==> config.mk <==
export PLATFORM = sky130hd
export DESIGN_NAME = apb_timeout_bridge
export DESIGN_NICKNAME = d
export VERILOG_FILES = /design/src/rtl/apb_bridge_pkg.sv /design/src/rtl/apb_txn_timer.sv /design/src/rtl/apb_timeout_bridge.sv
export SDC_FILE = /design/constraint.sdc
export NUM_CORES = 1
export LEC_CHECK = 0
export BUFFER_PORTS_ARGS = -buffer_cell sky130_fd_sc_hd__buf_2
export CAP_MARGIN = 20
export CORE_ASPECT_RATIO = 0.7
export CORE_MARGIN = 4
export CORE_UTILIZATION = 30
export DETAILED_ROUTE_END_ITERATION = 10
export GPL_TIMING_DRIVEN = 0
export PLACE_DENSITY = 0.65
export SLEW_MARGIN = 0
export SYNTH_ARGS = -nofsm -noshare
export SYNTH_HDL_FRONTEND = slang
export SYNTH_SLANG_ARGS = --single-unit
==> constraint.sdc <==
create_clock -name clk -period 1.75 [get_ports clk]
set_input_delay 0.2625 -clock clk [delete_from_list [all_inputs] [get_ports clk]]
set_output_delay 0.2625 -clock clk [all_outputs]
set_load 0.05 [all_outputs]
==> src/rtl/apb_bridge_pkg.sv <==
// Shared definitions for the APB timeout bridge.
//  bridge_state_t          : bridge FSM states
//  APB_ERR_PATTERN_DEFAULT : default read data returned upstream on an aborted transfer
package apb_bridge_pkg;

  typedef enum logic [1:0] {
    BR_IDLE,
    BR_SETUP,
    BR_ACCESS,
    BR_RESP
  } bridge_state_t;

  localparam logic [31:0] APB_ERR_PATTERN_DEFAULT = 32'hDEAD;

  localparam int unsigned APB_PROT_WIDTH = 3;
  localparam int unsigned TIMEOUT_COUNT_WIDTH = 16;

endpackage

==> src/rtl/apb_txn_timer.sv <==
// Transfer duration timer for the APB timeout bridge.
// Ports:
//  clk, rst_n  : clock, synchronous active-low reset
//  clear_i     : force the count to zero (takes priority over enable_i)
//  enable_i    : advance the count by one this cycle
//  expired_o   : count has reached TIMEOUT_CYCLES-1
// The count holds at TIMEOUT_CYCLES-1 rather than wrapping.
module apb_txn_timer #(
  parameter int unsigned TIMEOUT_CYCLES = 1024
) (
  input  logic clk,
  input  logic rst_n,
  input  logic clear_i,
  input  logic enable_i,
  output logic expired_o
);

  localparam int unsigned CntWidth = $clog2(TIMEOUT_CYCLES) + 1;
  localparam logic [CntWidth-1:0] CntLast = CntWidth'(TIMEOUT_CYCLES - 1);

  logic [CntWidth-1:0] cnt_q, cnt_d;

  assign expired_o = (cnt_q == CntLast);

  always_comb begin
    cnt_d = cnt_q;
    if (clear_i) begin
      cnt_d = '0;
    end else if (enable_i && !expired_o) begin
      cnt_d = cnt_q + 1'b1;
    end
  end

  always_ff @(posedge clk) begin
    if (!rst_n) begin
      cnt_q <= '0;
    end else begin
      cnt_q <= cnt_d;
    end
  end

endmodule

==> src/rtl/apb_timeout_bridge.sv <==
// APB pass-through stage that re-times each transfer and aborts it if the downstream
// completer does not answer within TIMEOUT_CYCLES access cycles. An aborted transfer
// completes upstream with pslverr=1 and prdata=ERR_PATTERN.
// Ports:
//  clk, rst_n          : single clock, synchronous active-low reset
//  up_*                : APB completer side (towards the management bridge)
//  dn_*                : APB requester side (towards the APB fabric)
//  timeout_pulse       : one-cycle strobe per abort (high during the abort's response cycle)
//  timeout_count       : saturating abort count
//  last_timeout_addr   : address of the most recent aborted transfer
// Build option: define APB_TIMEOUT_BRIDGE_LOG_EN to enable timeout_count and
// last_timeout_addr; without it both are tied to zero.
module apb_timeout_bridge
  import apb_bridge_pkg::*;
#(
  parameter int unsigned DATA_WIDTH     = 16,
  parameter int unsigned ADDR_WIDTH     = 24,
  parameter int unsigned TIMEOUT_CYCLES = 1024,
  parameter logic [31:0] ERR_PATTERN    = APB_ERR_PATTERN_DEFAULT
) (
  input  logic                           clk,
  input  logic                           rst_n,
  // Upstream completer port
  input  logic [ADDR_WIDTH-1:0]          up_paddr_i,
  input  logic [DATA_WIDTH-1:0]          up_pwdata_i,
  input  logic [DATA_WIDTH/8-1:0]        up_pstrb_i,
  input  logic                           up_pwrite_i,
  input  logic [APB_PROT_WIDTH-1:0]      up_pprot_i,
  input  logic                           up_psel_i,
  input  logic                           up_penable_i,
  output logic                           up_pready_o,
  output logic [DATA_WIDTH-1:0]          up_prdata_o,
  output logic                           up_pslverr_o,
  // Downstream requester port
  output logic [ADDR_WIDTH-1:0]          dn_paddr_o,
  output logic [DATA_WIDTH-1:0]          dn_pwdata_o,
  output logic [DATA_WIDTH/8-1:0]        dn_pstrb_o,
  output logic                           dn_pwrite_o,
  output logic [APB_PROT_WIDTH-1:0]      dn_pprot_o,
  output logic                           dn_psel_o,
  output logic                           dn_penable_o,
  input  logic                           dn_pready_i,
  input  logic [DATA_WIDTH-1:0]          dn_prdata_i,
  input  logic                           dn_pslverr_i,
  // Timeout reporting
  output logic                           timeout_pulse,
  output logic [TIMEOUT_COUNT_WIDTH-1:0] timeout_count,
  output logic [ADDR_WIDTH-1:0]          last_timeout_addr
);

  localparam int unsigned StrbWidth = DATA_WIDTH / 8;
  localparam logic [DATA_WIDTH-1:0] ErrData = DATA_WIDTH'(ERR_PATTERN);

  bridge_state_t state_q, state_d;

  logic [ADDR_WIDTH-1:0]     paddr_q, paddr_d;
  logic [DATA_WIDTH-1:0]     pwdata_q, pwdata_d;
  logic [StrbWidth-1:0]      pstrb_q, pstrb_d;
  logic                      pwrite_q, pwrite_d;
  logic [APB_PROT_WIDTH-1:0] pprot_q, pprot_d;
  logic [DATA_WIDTH-1:0]     rdata_q, rdata_d;
  logic                      slverr_q, slverr_d;
  logic                      pulse_q, pulse_d;

  logic timer_clear, timer_en, timer_expired;
  logic dn_active;

  // Setup is accepted on psel alone, so penable carries no information here.
  logic unused_up_penable;
  assign unused_up_penable = up_penable_i;

  apb_txn_timer #(
    .TIMEOUT_CYCLES(TIMEOUT_CYCLES)
  ) u_timer (
    .clk      (clk),
    .rst_n    (rst_n),
    .clear_i  (timer_clear),
    .enable_i (timer_en),
    .expired_o(timer_expired)
  );

  always_comb begin
    state_d     = state_q;
    paddr_d     = paddr_q;
    pwdata_d    = pwdata_q;
    pstrb_d     = pstrb_q;
    pwrite_d    = pwrite_q;
    pprot_d     = pprot_q;
    rdata_d     = rdata_q;
    slverr_d    = slverr_q;
    pulse_d     = 1'b0;
    timer_clear = 1'b0;
    timer_en    = 1'b0;

    unique case (state_q)
      BR_IDLE: begin
        if (up_psel_i) begin
          paddr_d  = up_paddr_i;
          pwdata_d = up_pwdata_i;
          pstrb_d  = up_pstrb_i;
          pwrite_d = up_pwrite_i;
          pprot_d  = up_pprot_i;
          state_d  = BR_SETUP;
        end
      end
      BR_SETUP: begin
        timer_clear = 1'b1;
        state_d     = BR_ACCESS;
      end
      BR_ACCESS: begin
        timer_en = 1'b1;
        // A reply on the final allowed cycle still counts as a normal completion.
        if (dn_pready_i) begin
          rdata_d  = dn_prdata_i;
          slverr_d = dn_pslverr_i;
          state_d  = BR_RESP;
        end else if (timer_expired) begin
          rdata_d  = ErrData;
          slverr_d = 1'b1;
          pulse_d  = 1'b1;
          state_d  = BR_RESP;
        end
      end
      BR_RESP: begin
        state_d = BR_IDLE;
      end
      default: begin
        state_d = BR_IDLE;
      end
    endcase
  end

  always_ff @(posedge clk) begin
    if (!rst_n) begin
      state_q  <= BR_IDLE;
      paddr_q  <= '0;
      pwdata_q <= '0;
      pstrb_q  <= '0;
      pwrite_q <= 1'b0;
      pprot_q  <= '0;
      rdata_q  <= '0;
      slverr_q <= 1'b0;
      pulse_q  <= 1'b0;
    end else begin
      state_q  <= state_d;
      paddr_q  <= paddr_d;
      pwdata_q <= pwdata_d;
      pstrb_q  <= pstrb_d;
      pwrite_q <= pwrite_d;
      pprot_q  <= pprot_d;
      rdata_q  <= rdata_d;
      slverr_q <= slverr_d;
      pulse_q  <= pulse_d;
    end
  end

  // Downstream: request fields are only driven while a transfer is on the bus.
  assign dn_active    = (state_q == BR_SETUP) || (state_q == BR_ACCESS);
  assign dn_psel_o    = dn_active;
  assign dn_penable_o = (state_q == BR_ACCESS);
  assign dn_paddr_o   = dn_active ? paddr_q  : '0;
  assign dn_pwdata_o  = dn_active ? pwdata_q : '0;
  assign dn_pstrb_o   = dn_active ? pstrb_q  : '0;
  assign dn_pwrite_o  = dn_active & pwrite_q;
  assign dn_pprot_o   = dn_active ? pprot_q  : '0;

  // Upstream response exists only in RESP; writes never return read data.
  assign up_pready_o  = (state_q == BR_RESP);
  assign up_prdata_o  = (up_pready_o && !pwrite_q) ? rdata_q : '0;
  assign up_pslverr_o = up_pready_o & slverr_q;

  assign timeout_pulse = pulse_q;

`ifdef APB_TIMEOUT_BRIDGE_LOG_EN
  logic [TIMEOUT_COUNT_WIDTH-1:0] timeout_count_q, timeout_count_d;
  logic [ADDR_WIDTH-1:0]          last_addr_q, last_addr_d;

  always_comb begin
    timeout_count_d = timeout_count_q;
    last_addr_d     = last_addr_q;
    if (pulse_d) begin
      last_addr_d = paddr_q;
      if (timeout_count_q != '1) begin
        timeout_count_d = timeout_count_q + 1'b1;
      end
    end
  end

  always_ff @(posedge clk) begin
    if (!rst_n) begin
      timeout_count_q <= '0;
      last_addr_q     <= '0;
    end else begin
      timeout_count_q <= timeout_count_d;
      last_addr_q     <= last_addr_d;
    end
  end

  assign timeout_count     = timeout_count_q;
  assign last_timeout_addr = last_addr_q;
`else
  assign timeout_count     = '0;
  assign last_timeout_addr = '0;
`endif

endmodule

==> metrics.yaml <==
timing:
  worst_pin_slew_ns: 0.559
  skew_ns: 0.00719
  slew_violations: 0
  max_freq_mhz: 527
  final-setup-viol-count: 56
  period_share_pct: 108
  rsz0062_at_grt: "true"
  relSlewSlack_pct: 62.7
  setup_slack_ns: -0.148
  layout_min_cycle_time_ns: 1.90
  whs_ns: 0.174
  hold_viol_final: 0
hold_path:
  holdPathStages: 3
  hold_path_class: "in2reg"
worst_setup_path:
  slowest_delay_ns: 0.37
  crit_arrival_ns: 1.64
  crit_type: "reg2out"
  critical_path.top_delay_family: "buffers and inverters"
  slowest_stage: "dfxtp_4"
  crit_buf_inv: 4
  cp.required_ns: 1.49
  crit_fanout: 10
  crit_chain: "inv_4 -> ha_4 -> clkbuf_16 -> clkbuf_16 -> and2_4 -> buf_8"
  crit_path_end_kind: "primary output"
  r2r_cells: 7
  rrSetupSlack_ns: 0.04
  cp.depth: 6
  crit_top_cell: "clkbuf_16"
  setup.worst_path.start_class: "flip-flop"
layout:
  n_fill_cell: 1106
  final_nets: 721
  drive_gt1_share_pct: 46.5
  ff_latch_area_um2: 1550
  final_util_pct: 50.5
  layout_commonest_cell: "nand2_1"
  stdcell_area_um2: 6050
  syn_to_final_growth_pct: 61.5
  antenna_cells: 0
  final_cell_mix: "nand2_1, dfxtp_1, buf_2"
  multi_input_area_um2: 2100
synth:
  ys_seq_elements: 77
  synthArstFlopShare_pct: 0
  synth_fa_ha_area_share_pct: 2.00
  synth_top_family_by_area: "simple AND/OR/NAND/NOR gates"
  synth_ff_type: "dfxtp_1"
  synth_mux_area_share_pct: 0.534
  synth-edff-count: 0
  yosys_warnings: 0
  synth_area_per_cell_um2: 8.29
  synth-xor-area-share_pct: 1.17
  synthSimpleGateAreaFrac_pct: 25.3
  syn_inst: 452
  syn-cell-area_um2: 3750
  ys_seq_area_share_pct: 41.1
  synth_cell_types: 35
  synth-compound-area-share_pct: 17.8
global_route:
  grt_start_max_net_pins: 13
  grt_pass1_wl_um: 17600
  grt_pass1_vias: 3645
  grt_overflow_total: 0
  grt_usage_pct: 15.3
  antenna_found_initial: 0
floorplanning:
  placeableCoreArea_um2: 12000
  ios: 175
  fp-row-count: 33
  start_util_pct: 31.3
  die_w_um: 142
  fp.dieH_um: 102
  die_area_um2: 14400
detailed_routing:
  routed_wl_um: 11100
  viasPerCell: 4.46
  vias: 3605
  postRouteAntennaNets: 0
  drc: 0
  first_pass_iters: 4
  routedWlPerCell_um: 13.8
  drt_iter0_drc: 171
clock_tree:
  h-tree-depth: 3
  clkLatencyLatePin_ns: 0.33
  cts_tree: "built"
  clkSinkCount: 77
  root_buffer: "clkbuf_16"
  cts_buffers: 9
  clockBufferDepth: 2
  clk_pin_slew_ns: 0.06
power_and_ir_drop:
  power.leakage_nw: 2.71
  cellPowerDensity_nw_per_um2: 1370
  peakVddDrop_uv: 725
run_status:
  violations: "negative setup slack"
  status: "finished, violations left"
placed_design:
  place_congestion: 0.824
  dpl.hpwl_um: 8000
  portBuffers: 132
  dpl-instance-area_um2: 4880
run:
  drv_cap: 0
-- metal layers --
metal  part of all wire [%]  GRT usage [%]
met5                      0              0
met4                    1.5           4.65
met3                    6.7           5.14
met2                     48           25.5
met1                     44           18.9
-- worst register-to-register path, delay by kind of cell (launching register included) --
kind / cells / cell delay (ns)
compound gates: 2 / 0.39
buf+inv: 2 / 0.24
flops: 1 / 0.37
simple gates: 2 / 0.42
fa+ha+maj: 1 / 0.23
-- synth_stat cells (all sizes together) (2+ instances only) --
| cell type | count | area [um^2] |
|---|---|---|
| or3 | 2 | 12.5 |
| clkbuf | 22 | 82.6 |
| nand4 | 2 | 12.5 |
| a31o | 2 | 17.5 |
| ha | 6 | 75.1 |
| a211oi | 2 | 15.0 |
| dfxtp | 77 | 1540 |
| nand3 | 4 | 20.0 |
| a21boi | 42 | 315 |
| nor2b | 2 | 12.5 |
| nor2 | 9 | 33.8 |
| o21ai | 3 | 15.0 |
| and2 | 64 | 400 |
| and4 | 2 | 17.5 |
| mux2i | 2 | 20.0 |
| a311oi | 7 | 61.3 |
| buf | 47 | 344 |
| nand2 | 110 | 413 |
| a31oi | 2 | 12.5 |
| inv | 5 | 18.8 |
| xnor2 | 4 | 35.0 |
| a21oi | 15 | 75.1 |
| o221a | 12 | 135 |
-- final cells by class --
cell class,instances,area share (%)
Inverter,6,0.455
Tap cell,157,3.25
Timing Repair Buffer,146,22.1
Clock inverter,4,0.786
Multi-Input combinational cell,339,34.7
Buffer,68,9.08
Sequential cell,77,25.6
Clock buffer,12,4.07
-- timing repair --
item                                    4_1_cts  5_1_grt
gates cloned                                  2        0
pin swaps                                     1        8
setup buffers                                12        2
hold endpoints to repair                      0        0
hold buffers                                  0        0
endpoints found under the setup margin      113      120
gates resized for setup                     208       39
-- per-stage QoR --
step	setup TNS (ns)	power [mW]	std cells	setup WS [ns]
after global placement	-17.93	5.15	780	-0.249
after floorplan	-1.46	4.53	491	-0.0814
after global routing	-8.84	8.80	809	-0.209
final	-5.74	8.32	809	-0.148
after detailed placement	-22.63	5.21	780	-0.297
after CTS	-7.44	8.36	809	-0.164
-- state kept, by name (all words and copies together) (netlist names) --
signal         cells
paddr_q           24
pwdata_q          16
rdata_q           16
u_timer.cnt_q     11
pprot_q            3
pstrb_q            2
state_q            2
pwrite_q           1
slverr_q           1
timeout_pulse      1
-- path summary, 6_finish.rpt --
path / start / end
worst max-delay path: state_q[1]$_SDFFE_PN0P_ / dn_paddr_o[12]
worst min register to register: u_timer.cnt_q[10]$_SDFFE_PP0P_ / u_timer.cnt_q[10]$_SDFFE_PP0P_
worst min-delay path: up_pstrb_i[0] / pstrb_q[0]$_SDFFE_PN0P_
worst max register to register: u_timer.cnt_q[0]$_SDFFE_PP0P_ / rdata_q[15]$_SDFFE_PN0P_
-- power by group --
part	switching [mW]	leakage (nW)	total [mW]	internal [mW]
clock	0.694	0.143	1.83	1.14
sequential	0.178	0.629	2.24	2.06
combinational	2.36	1.94	4.24	1.88
-- kinds of logic (layout without fill, tap and decap cells) --
group	Yosys count	count (layout)
simple gates	199	199
mux	2	2
buf+inv	75	236
fa+ha+maj	6	6
other cells	1	40
flops	77	77
compound gates	87	87
xor+xnor	5	5
(Power assumes the default switching activity.)
